### config.mk
export PLATFORM = sky130hd
export DESIGN_NAME = sparse_fifo_flat
export DESIGN_NICKNAME = d
export VERILOG_FILES = /design/src/rtl/sparse_fifo_if.sv /design/src/rtl/sparse_fifo.sv /design/src/flat_wrapper.sv
export SDC_FILE = /design/constraint.sdc
export NUM_CORES = 1
export LEC_CHECK = 0
export CORE_MARGIN = 2
export CORE_UTILIZATION = 55
export CTS_CLUSTER_DIAMETER = 120
export DETAILED_ROUTE_END_ITERATION = 8
export PLACE_DENSITY = 0.72
export SKIP_LAST_GASP = 1
export SYNTH_ARGS = -nofsm -noshare
export SYNTH_HDL_FRONTEND = slang
export SYNTH_SLANG_ARGS = --single-unit
### constraint.sdc
create_clock -name clk -period 9.8 [get_ports clk]
set_input_delay 2.94 -clock clk [delete_from_list [all_inputs] [get_ports clk]]
set_output_delay 2.94 -clock clk [all_outputs]
set_load 0.05 [all_outputs]
### src/rtl/sparse_fifo_if.sv
// rtl/sparse_fifo_if.sv - write/read payload and status bundle for sparse_fifo
interface sparse_fifo_if #(
   parameter int CAP_WIDTH = 5,
   parameter int D_WIDTH   = 16,
   parameter int I_WIDTH   = 4
);
   logic                 flush;
   logic                 w_en;
   logic [D_WIDTH-1:0]   data_in;
   logic [I_WIDTH-1:0]   index_in;
   logic                 r_en;
   logic [D_WIDTH-1:0]   data_out;
   logic [I_WIDTH-1:0]   index_out;
   logic                 out_valid;
   logic                 fifo_empty;
   logic                 fifo_full;
   logic                 almost_empty;
   logic                 almost_full;
   logic [CAP_WIDTH:0]   level;
   logic                 overflow;
   logic                 underflow;

   modport master (
      output flush, w_en, data_in, index_in, r_en,
      input  data_out, index_out, out_valid, fifo_empty, fifo_full,
             almost_empty, almost_full, level, overflow, underflow
   );

   modport slave (
      input  flush, w_en, data_in, index_in, r_en,
      output data_out, index_out, out_valid, fifo_empty, fifo_full,
             almost_empty, almost_full, level, overflow, underflow
   );
endinterface

### src/rtl/sparse_fifo.sv
// rtl/sparse_fifo.sv - data+index FIFO with registered or fall-through read and sticky errors
module sparse_fifo #(
   parameter int CAP_WIDTH = 5,
   parameter int D_WIDTH   = 16,
   parameter int I_WIDTH   = 4,
   parameter int AF_LEVEL  = 2**CAP_WIDTH - 2,
   parameter int AE_LEVEL  = 2,
   parameter int FWFT      = 0
) (
   input logic          clk,
   input logic          rst,
   sparse_fifo_if.slave bus
);
   localparam int DEPTH   = 2**CAP_WIDTH;
   localparam int E_WIDTH = D_WIDTH + I_WIDTH;

   logic [E_WIDTH-1:0]   mem_q [DEPTH];
   logic [CAP_WIDTH-1:0] rd_ptr_q, rd_ptr_d, wr_ptr_q, wr_ptr_d;
   logic [CAP_WIDTH:0]   level_q, level_d;
   logic [D_WIDTH-1:0]   dout_q, dout_d;
   logic [I_WIDTH-1:0]   iout_q, iout_d;
   logic                 ovalid_q, ovalid_d;
   logic                 ovf_q, ovf_d, unf_q, unf_d;
   logic                 empty, full, bypass, rd_acc, wr_acc;
   logic [E_WIDTH-1:0]   head;

   assign empty  = (level_q == '0);
   assign full   = (level_q == (CAP_WIDTH+1)'(DEPTH));
   assign head   = mem_q[rd_ptr_q];
   // Registered mode hands an empty-FIFO write straight to the output instead of storing it
   assign bypass = (FWFT == 0) && empty && bus.w_en && bus.r_en;
   assign rd_acc = bus.r_en && !empty;
   assign wr_acc = bus.w_en && (!full || rd_acc) && !bypass;

   always_comb begin
      rd_ptr_d = rd_ptr_q;
      wr_ptr_d = wr_ptr_q;
      level_d  = level_q;
      dout_d   = dout_q;
      iout_d   = iout_q;
      ovalid_d = 1'b0;
      ovf_d    = ovf_q;
      unf_d    = unf_q;
      if (bus.flush) begin
         rd_ptr_d = '0;
         wr_ptr_d = '0;
         level_d  = '0;
         ovf_d    = 1'b0;
         unf_d    = 1'b0;
      end else begin
         rd_ptr_d = rd_ptr_q + CAP_WIDTH'(rd_acc);
         wr_ptr_d = wr_ptr_q + CAP_WIDTH'(wr_acc);
         level_d  = level_q + (CAP_WIDTH+1)'(wr_acc) - (CAP_WIDTH+1)'(rd_acc);
         ovf_d    = ovf_q | (bus.w_en && full && !rd_acc);
         unf_d    = unf_q | (bus.r_en && empty && !bypass);
         if (bypass) begin
            dout_d   = bus.data_in;
            iout_d   = bus.index_in;
            ovalid_d = 1'b1;
         end else if (rd_acc) begin
            dout_d   = head[E_WIDTH-1:I_WIDTH];
            iout_d   = head[I_WIDTH-1:0];
            ovalid_d = 1'b1;
         end
      end
   end

   always_ff @(posedge clk) begin
      if (!rst) begin
         rd_ptr_q <= '0;
         wr_ptr_q <= '0;
         level_q  <= '0;
         dout_q   <= '0;
         iout_q   <= '0;
         ovalid_q <= 1'b0;
         ovf_q    <= 1'b0;
         unf_q    <= 1'b0;
      end else begin
         rd_ptr_q <= rd_ptr_d;
         wr_ptr_q <= wr_ptr_d;
         level_q  <= level_d;
         dout_q   <= dout_d;
         iout_q   <= iout_d;
         ovalid_q <= ovalid_d;
         ovf_q    <= ovf_d;
         unf_q    <= unf_d;
      end
   end

   // Non-blocking write keeps a same-edge read of this slot on the old contents
   always_ff @(posedge clk) begin
      if (rst && !bus.flush && wr_acc) begin
         mem_q[wr_ptr_q] <= {bus.data_in, bus.index_in};
      end
   end

   assign bus.level        = level_q;
   assign bus.fifo_empty   = empty;
   assign bus.fifo_full    = full;
   assign bus.almost_full  = (level_q >= (CAP_WIDTH+1)'(AF_LEVEL));
   assign bus.almost_empty = (level_q <= (CAP_WIDTH+1)'(AE_LEVEL));
   assign bus.overflow     = ovf_q;
   assign bus.underflow    = unf_q;

   generate
      if (FWFT != 0) begin : g_fwft
         assign bus.data_out  = head[E_WIDTH-1:I_WIDTH];
         assign bus.index_out = head[I_WIDTH-1:0];
         assign bus.out_valid = !empty;
      end else begin : g_reg
         assign bus.data_out  = dout_q;
         assign bus.index_out = iout_q;
         assign bus.out_valid = ovalid_q;
      end
   endgenerate
endmodule

### src/flat_wrapper.sv
// flat-port wrapper written by rule: the top's interface ports become plain ports
module sparse_fifo_flat 
#(
   parameter int CAP_WIDTH = 5,
   parameter int D_WIDTH   = 16,
   parameter int I_WIDTH   = 4,
   parameter int AF_LEVEL  = 2**CAP_WIDTH - 2,
   parameter int AE_LEVEL  = 2,
   parameter int FWFT      = 0
)
  (clk, rst, bus_flush, bus_w_en, bus_data_in, bus_index_in, bus_r_en, bus_data_out, bus_index_out, bus_out_valid, bus_fifo_empty, bus_fifo_full, bus_almost_empty, bus_almost_full, bus_level, bus_overflow, bus_underflow);
  sparse_fifo_if #(.CAP_WIDTH(CAP_WIDTH), .D_WIDTH(D_WIDTH), .I_WIDTH(I_WIDTH)) bus_i ();
  input logic clk;
  input logic rst;
  input wire logic [$bits(bus_i.flush)-1:0] bus_flush;
  input wire logic [$bits(bus_i.w_en)-1:0] bus_w_en;
  input wire logic [$bits(bus_i.data_in)-1:0] bus_data_in;
  input wire logic [$bits(bus_i.index_in)-1:0] bus_index_in;
  input wire logic [$bits(bus_i.r_en)-1:0] bus_r_en;
  output wire logic [$bits(bus_i.data_out)-1:0] bus_data_out;
  output wire logic [$bits(bus_i.index_out)-1:0] bus_index_out;
  output wire logic [$bits(bus_i.out_valid)-1:0] bus_out_valid;
  output wire logic [$bits(bus_i.fifo_empty)-1:0] bus_fifo_empty;
  output wire logic [$bits(bus_i.fifo_full)-1:0] bus_fifo_full;
  output wire logic [$bits(bus_i.almost_empty)-1:0] bus_almost_empty;
  output wire logic [$bits(bus_i.almost_full)-1:0] bus_almost_full;
  output wire logic [$bits(bus_i.level)-1:0] bus_level;
  output wire logic [$bits(bus_i.overflow)-1:0] bus_overflow;
  output wire logic [$bits(bus_i.underflow)-1:0] bus_underflow;
  assign bus_i.flush = bus_flush;
  assign bus_i.w_en = bus_w_en;
  assign bus_i.data_in = bus_data_in;
  assign bus_i.index_in = bus_index_in;
  assign bus_i.r_en = bus_r_en;
  assign bus_data_out = bus_i.data_out;
  assign bus_index_out = bus_i.index_out;
  assign bus_out_valid = bus_i.out_valid;
  assign bus_fifo_empty = bus_i.fifo_empty;
  assign bus_fifo_full = bus_i.fifo_full;
  assign bus_almost_empty = bus_i.almost_empty;
  assign bus_almost_full = bus_i.almost_full;
  assign bus_level = bus_i.level;
  assign bus_overflow = bus_i.overflow;
  assign bus_underflow = bus_i.underflow;
  sparse_fifo #(.CAP_WIDTH(CAP_WIDTH), .D_WIDTH(D_WIDTH), .I_WIDTH(I_WIDTH), .AF_LEVEL(AF_LEVEL), .AE_LEVEL(AE_LEVEL), .FWFT(FWFT)) u_core (.clk(clk), .rst(rst), .bus(bus_i));
endmodule
==> metrics.txt <==
status complete, no violations; Nets 1466; first-pass GRT wire length 87300 µm; Max-Cap Viols 0; Leakage 9.18 nW; Critical Path AT 6750 ps; Tcrit/Tclk final 0.669; Yosys top cell area share 0.726; Clk pwr share 0.365; gr usage total 0.247; die width 223 µm; Primary FF master, synth edfxtp_1; average wire per standard cell 29.1 µm; final wirelength 61000 µm; Clock Latency Late Sink 590 ps; synth top area cells edfxtp_1 (73%), mux4_2 (8.6%), mux2i_1 (5.3%); Final ANT Viol Nets 0; Gate Count Post-Synth 1348; VDD IR max 0.120 mV; CTS resizes 0; post-synthesis mux area share 0.139; Comb pwr share 0.140; root buf cell clkbuf_16; hold_buf cts 0; Tightest Pin Transition 1240 ps; layout cells sized above 1 0.179; HP Class register to register; Filler cells 3233; Num CTS Buffers 68; Startpoint Class primary input; Psw 1.62 mW; part of the power in registers 0.495; CTS Buffer Depth 3; number of flops mapped to enable cells by yosys 640; Post-synth ARST share 0; Final Setup Violations 0; leading area contributor after synthesis edfxtp_1; skew final 22.4 ps; Clock Sinks 679; top-count cell post-synth edfxtp_1; Cell Rows 80; Vias per Instance 6.34; sw frac 0.245; largest family of logic cells by synthesized area multiplexers; TritonCTS clock tree yes; Post-Synth XOR/XNOR Area 0.00298; Remaining Overflow, GRT 0; vias in the first global route 13209; Critical Path Sink Type register; setup total negative slack 0 ps; RePlAce Congestion 0.853; DRC 0; Placed Area 0.0277 mm²; crit path max fanout 22; simple-gate share of the synthesized area 0.0183; Ports 58; max-slew violations 0; Max-slew headroom 0.171; Seq cells post-synth 679; Die ar. 0.0499 mm²; DR iter-0 viols 1623; Mapped Nets 1392; Avg Synthesized Cell Area 19.6 µm²; Final Instance Area 0.0297 mm²; drt pass-1 iters 6; starting density of the core 0.556; area fraction in compound gates after synthesis 0.0559; Synth warnings 0; register area share after synthesis 0.755; CTS clk-pin slew, worst paths 60 ps; Cell Int Power 4.98 mW; Crit Path Category primary input to register; Hold Vio Cnt, Final 0; Die H 223 µm; initial antenna violation count 1; post-DP HPWL 35300 µm; core area 0.0476 mm²; CP Data Required Time 9990 ps; layout overhead on the synthesized area 12.3%; RSZ-0062 raised after global routing false; Vias 13281; pin count of the biggest net entering global routing 120; Setup Buffers After CTS 0; most frequent cells after synthesis edfxtp_1 (640), mux2i_1 (139), mux4_2 (101); Cell Area, Synth 0.0265 mm²; Pwr per Cell Area 222 mW/mm²; fmax 152 MHz; adder-cell share of the synthesized area 0.00926; H-tree depth 3; PortBufs 57; minimum clock period 6560 ps; Yosys cell types 47
==> layout make-up <==
type / count / area (µm²) / area share
Antenna cell: 5 / 12.5 / 0.000421
Clock buffer: 98 / 1960 / 0.0659
Clock inverter: 24 / 110 / 0.00370
Inverter: 11 / 41.3 / 0.00139
Multi-Input combinational cell: 578 / 6060 / 0.204
Sequential cell: 679 / 20000 / 0.673
Tap cell: 615 / 769 / 0.0259
Timing Repair Buffer: 84 / 766 / 0.0258
==> power by group through the flow <==
| stage | combinational, mW | clock [mW] | sequential, mW |
|---|---|---|---|
| after CTS | 0.925 | 2.44 | 3.26 |
| after detailed placement | 0.922 | 0 | 3.32 |
| after floorplan | 0.584 | 0 | 3.40 |
| final | 0.920 | 2.41 | 3.27 |
| after global routing | 0.974 | 2.55 | 3.27 |
| after global placement | 0.911 | 0 | 3.32 |
==> flip-flops by register name, indices dropped and copies added, names as in the netlist <==
register	flops
u_core.mem_q	640
u_core.bus.data_out	16
u_core.bus.level	6
u_core.rd_ptr_q	5
u_core.wr_ptr_q	5
u_core.bus.index_out	4
u_core.bus.out_valid	1
u_core.bus.overflow	1
u_core.bus.underflow	1
==> metrics by stage <==
| step | cells | hold WS, ps | power [mW] | worst slack [ps] | utilization |
|---|---|---|---|---|---|
| floorplan | 1348 | 535 | 3.98 | 4580 | - |
| global placement | 1967 | 456 | 4.24 | 2790 | 0.580 |
| detailed placement | 1967 | 473 | 4.25 | 2700 | 0.580 |
| CTS | 2089 | 486 | 6.63 | 3260 | 0.624 |
| global route | 2089 | 520 | 6.79 | 3040 | 0.624 |
| finish | 2094 | 484 | 6.60 | 3240 | 0.624 |
==> metal layers <==
layer / share of wire / GRT usage / wire length [µm] / up-vias
met5: 0 / 0 / 0 / -
li1: - / - / - / 5693
met3: 0.081 / 0.0536 / 4950 / 119
met4: 0.035 / 0.0865 / 2120 / 0
met2: 0.50 / 0.410 / 30200 / 587
met1: 0.39 / 0.326 / 23700 / 6882
==> final timing paths <==
check        cells after the start             endpoint                 from  slack, ps
max reg2reg                      7   u_core.mem_q[1][5]  u_core.bus.level[4]       6250
min reg2reg                      2  u_core.bus.overflow  u_core.bus.overflow        480
min                              2  u_core.bus.overflow  u_core.bus.overflow        480
max                              6   u_core.mem_q[1][5]                  rst       3240
==> cell families after synthesis <==
kind of cell	count (synthesis)
mux	241
fa+ha+maj	19
simple gates	101
xor+xnor	9
compound gates	208
flops	679
buf+inv	91
==> worst max-delay path: stages <==
cell and delay (ps):
clkdlybuf4s50_1 1130, nand2b_1 510, a21oi_1 560, nor2b_1 360, nand3b_1 330, nor2_2 900
==> layout by cell type (no fill, tap or decap), types with 13 or more instances in the layout <==
cell	instances
a21boi_1	18
clkbuf_16	73
o22ai_1	20
a21oi_1	25
nor2_2	32
o21ai_0	28
dfxtp_1	35
mux4_2	101
clkdlybuf4s50_1	53
nor2_1	17
mux2i_1	139
o221ai_1	20
buf_4	26
clkbuf_1	21
a221oi_1	19
a211oi_1	19
clkinv_1	13
ha_1	18
a22o_1	38
edfxtp_1	640
Power figures use the tool's default switching activity.
==> RTL edit (same settings) <==
`dout_q` no longer has a reset.
--- a/src/rtl/sparse_fifo.sv
+++ b/src/rtl/sparse_fifo.sv
@@ -70,7 +70,6 @@
          rd_ptr_q <= '0;
          wr_ptr_q <= '0;
          level_q  <= '0;
-         dout_q   <= '0;
          iout_q   <= '0;
          ovalid_q <= 1'b0;
          ovf_q    <= 1'b0;
@@ -79,12 +78,15 @@
          rd_ptr_q <= rd_ptr_d;
          wr_ptr_q <= wr_ptr_d;
          level_q  <= level_d;
-         dout_q   <= dout_d;
          iout_q   <= iout_d;
          ovalid_q <= ovalid_d;
          ovf_q    <= ovf_d;
          unf_q    <= unf_d;
       end
+   end
+
+   always_ff @(posedge clk) begin
+      dout_q <= dout_d;
    end
 
    // Non-blocking write keeps a same-edge read of this slot on the old contents
Formal check against the unedited RTL: not equivalent (a bounded check fails within 4 cycles, from zero or initial values and one cycle with rst low).
==> RTL edit against the unedited design <==
Worst hold slack worse by 0.0048 ns; register-to-register slack worse by 0.23 ns; sequential share of layout area about the same; critical path type unchanged; fmax up 9.4%; die area up 1.1%; total power up 3.2%; sequential cell count unchanged; worst setup slack better by 0.56 ns; clock power up 6%; cell area up 0.76%; synthesized area up 1.1%; wire length up 2.3%; utilization up 0.082 points.
==> RTL edit: results (changes against the unedited design) <==
Detail Placement HPWL: 37500 um (was 35300 um)
Largest net degree at the start of global routing: 105 (was 120)
Synth Instances: 1414 (was 1348)
Status: finished clean (unchanged)
Vias in the first global route: 13300 (was 13200)
Global-route wire length before repair: 90200 um (was 87300 um)
GRT Overall Usage: 0.251 (was 0.247)
Filler cells: 3279 (was 3233)
CTS Buf Count: 69 (was 68)
Distinct cell type count after synthesis: 52 (was 47)
Longest Clk Path Bufs: 3 (unchanged)
Routed WL: 62400 um (was 61000 um)
Top cells by count, synth: 656 x edfxtp_1, 173 x mux2i_1, 84 x mux4_2 (was 640 x edfxtp_1, 139 x mux2i_1, 101 x mux4_2)
RD Place Congestion: 0.858 (was 0.853)
Arrival @ worst endpoint: 6.19 ns (was 6.75 ns)
Max IR drop VDD: 0.159 mV (was 0.120 mV)
Worst Tran Pin Value: 1.36 ns (was 1.24 ns)
Setup Skew: 0.0197 ns (was 0.0224 ns)
Cell count after placement: 2024 (was 1967)
Post-Syn Nets: 1458 (was 1392)
Leak Pwr: 9.48 nW (was 9.18 nW)
Area contributors post-synth: edfxtp_1 74%, mux4_2 7.1%, mux2i_1 6.5% (was edfxtp_1 73%, mux4_2 8.6%, mux2i_1 5.3%)
1st-iter DRT viols: 1805 (was 1623)
Maximum fanout along the worst path: 20 (was 22)
Antenna Cells: 0 (was 5)
Layout cell share with drive strength beyond 1: 0.165 (was 0.179)
Worst R2R Setup Slack: 6.02 ns (was 6.25 ns)
Fin cells: 2144 (was 2094)
Routed vias/inst: 6.39 (was 6.34)
==> RTL edit: path summary, 6_finish.rpt <==
| kind | start | end | cells after the start |
|---|---|---|---|
| hold / removal | u_core.bus.underflow$_SDFF_PP0_ | u_core.bus.underflow$_SDFF_PP0_ | 2 |
| hold reg to reg | u_core.bus.underflow$_SDFF_PP0_ | u_core.bus.underflow$_SDFF_PP0_ | 2 |
| setup reg to reg | u_core.bus.level[4]$_SDFF_PP0_ | u_core.mem_q[3][8]$_DFFE_PP_ | 7 |
| setup / recovery | rst | u_core.mem_q[3][8]$_DFFE_PP_ | 6 |
==> RTL edit: critical path, stage by stage <==
cell and delay, ns:
clkdlybuf4s50_1 0.58, nand2b_1 0.32, a21oi_1 0.54, nor2b_1 0.50, nand3b_1 0.33, nor2_2 0.96
==> RTL edit: layout make-up <==
cell class	count	area [sq um]	share of cell area
Tap cell	615	769	0.0257
Clock inverter	30	272	0.00906
Sequential cell	679	20200	0.673
Inverter	12	45.0	0.00150
Multi-Input combinational cell	645	6170	0.206
Timing Repair Buffer	73	628	0.0210
Clock buffer	90	1910	0.0638
==> RTL edit: per-stage QoR <==
stage	hold WS [ns]	utilization	instance area, sq um	power (mW)	setup slack [ns]
2_1_floorplan	0.493	-	26800	4.04	4.56
3_3_place_gp	0.463	0.579	27800	4.30	3.34
3_5_place_dp	0.472	0.579	27800	4.32	3.29
4_1_cts	0.484	0.625	30000	6.84	3.90
5_1_grt	0.525	0.625	30000	7.02	3.70
6_report	0.479	0.625	30000	6.81	3.80
==> RTL edit: kinds of logic (layout without fill, tap and decap cells) <==
family / after synthesis / in the layout / share of synthesized area
buffers and inverters: 90 / 205 / 0.0200
AO/OA/AOI/OAI: 133 / 133 / 0.0393
flip-flops: 679 / 679 / 0.753
AND/OR/NAND/NOR: 226 / 226 / 0.0401
multiplexers: 258 / 258 / 0.136
adder cells (fa/ha/maj): 19 / 19 / 0.00916
XOR/XNOR: 9 / 9 / 0.00294
==> RTL edit: metal layers <==
layer  GRT usage  part of all wire  vias to the layer above
li1            -                 -                     5824
met1       0.374              0.42                     7086
met2       0.381              0.46                      671
met3      0.0460             0.087                      110
met4      0.0850             0.031                        0
met5           0                 0                        -
==> RTL edit: where the power goes <==
group          internal (mW)  switching, mW
sequential              3.24         0.0396
clock                   1.50           1.05
combinational          0.375          0.604
total                   5.12           1.69
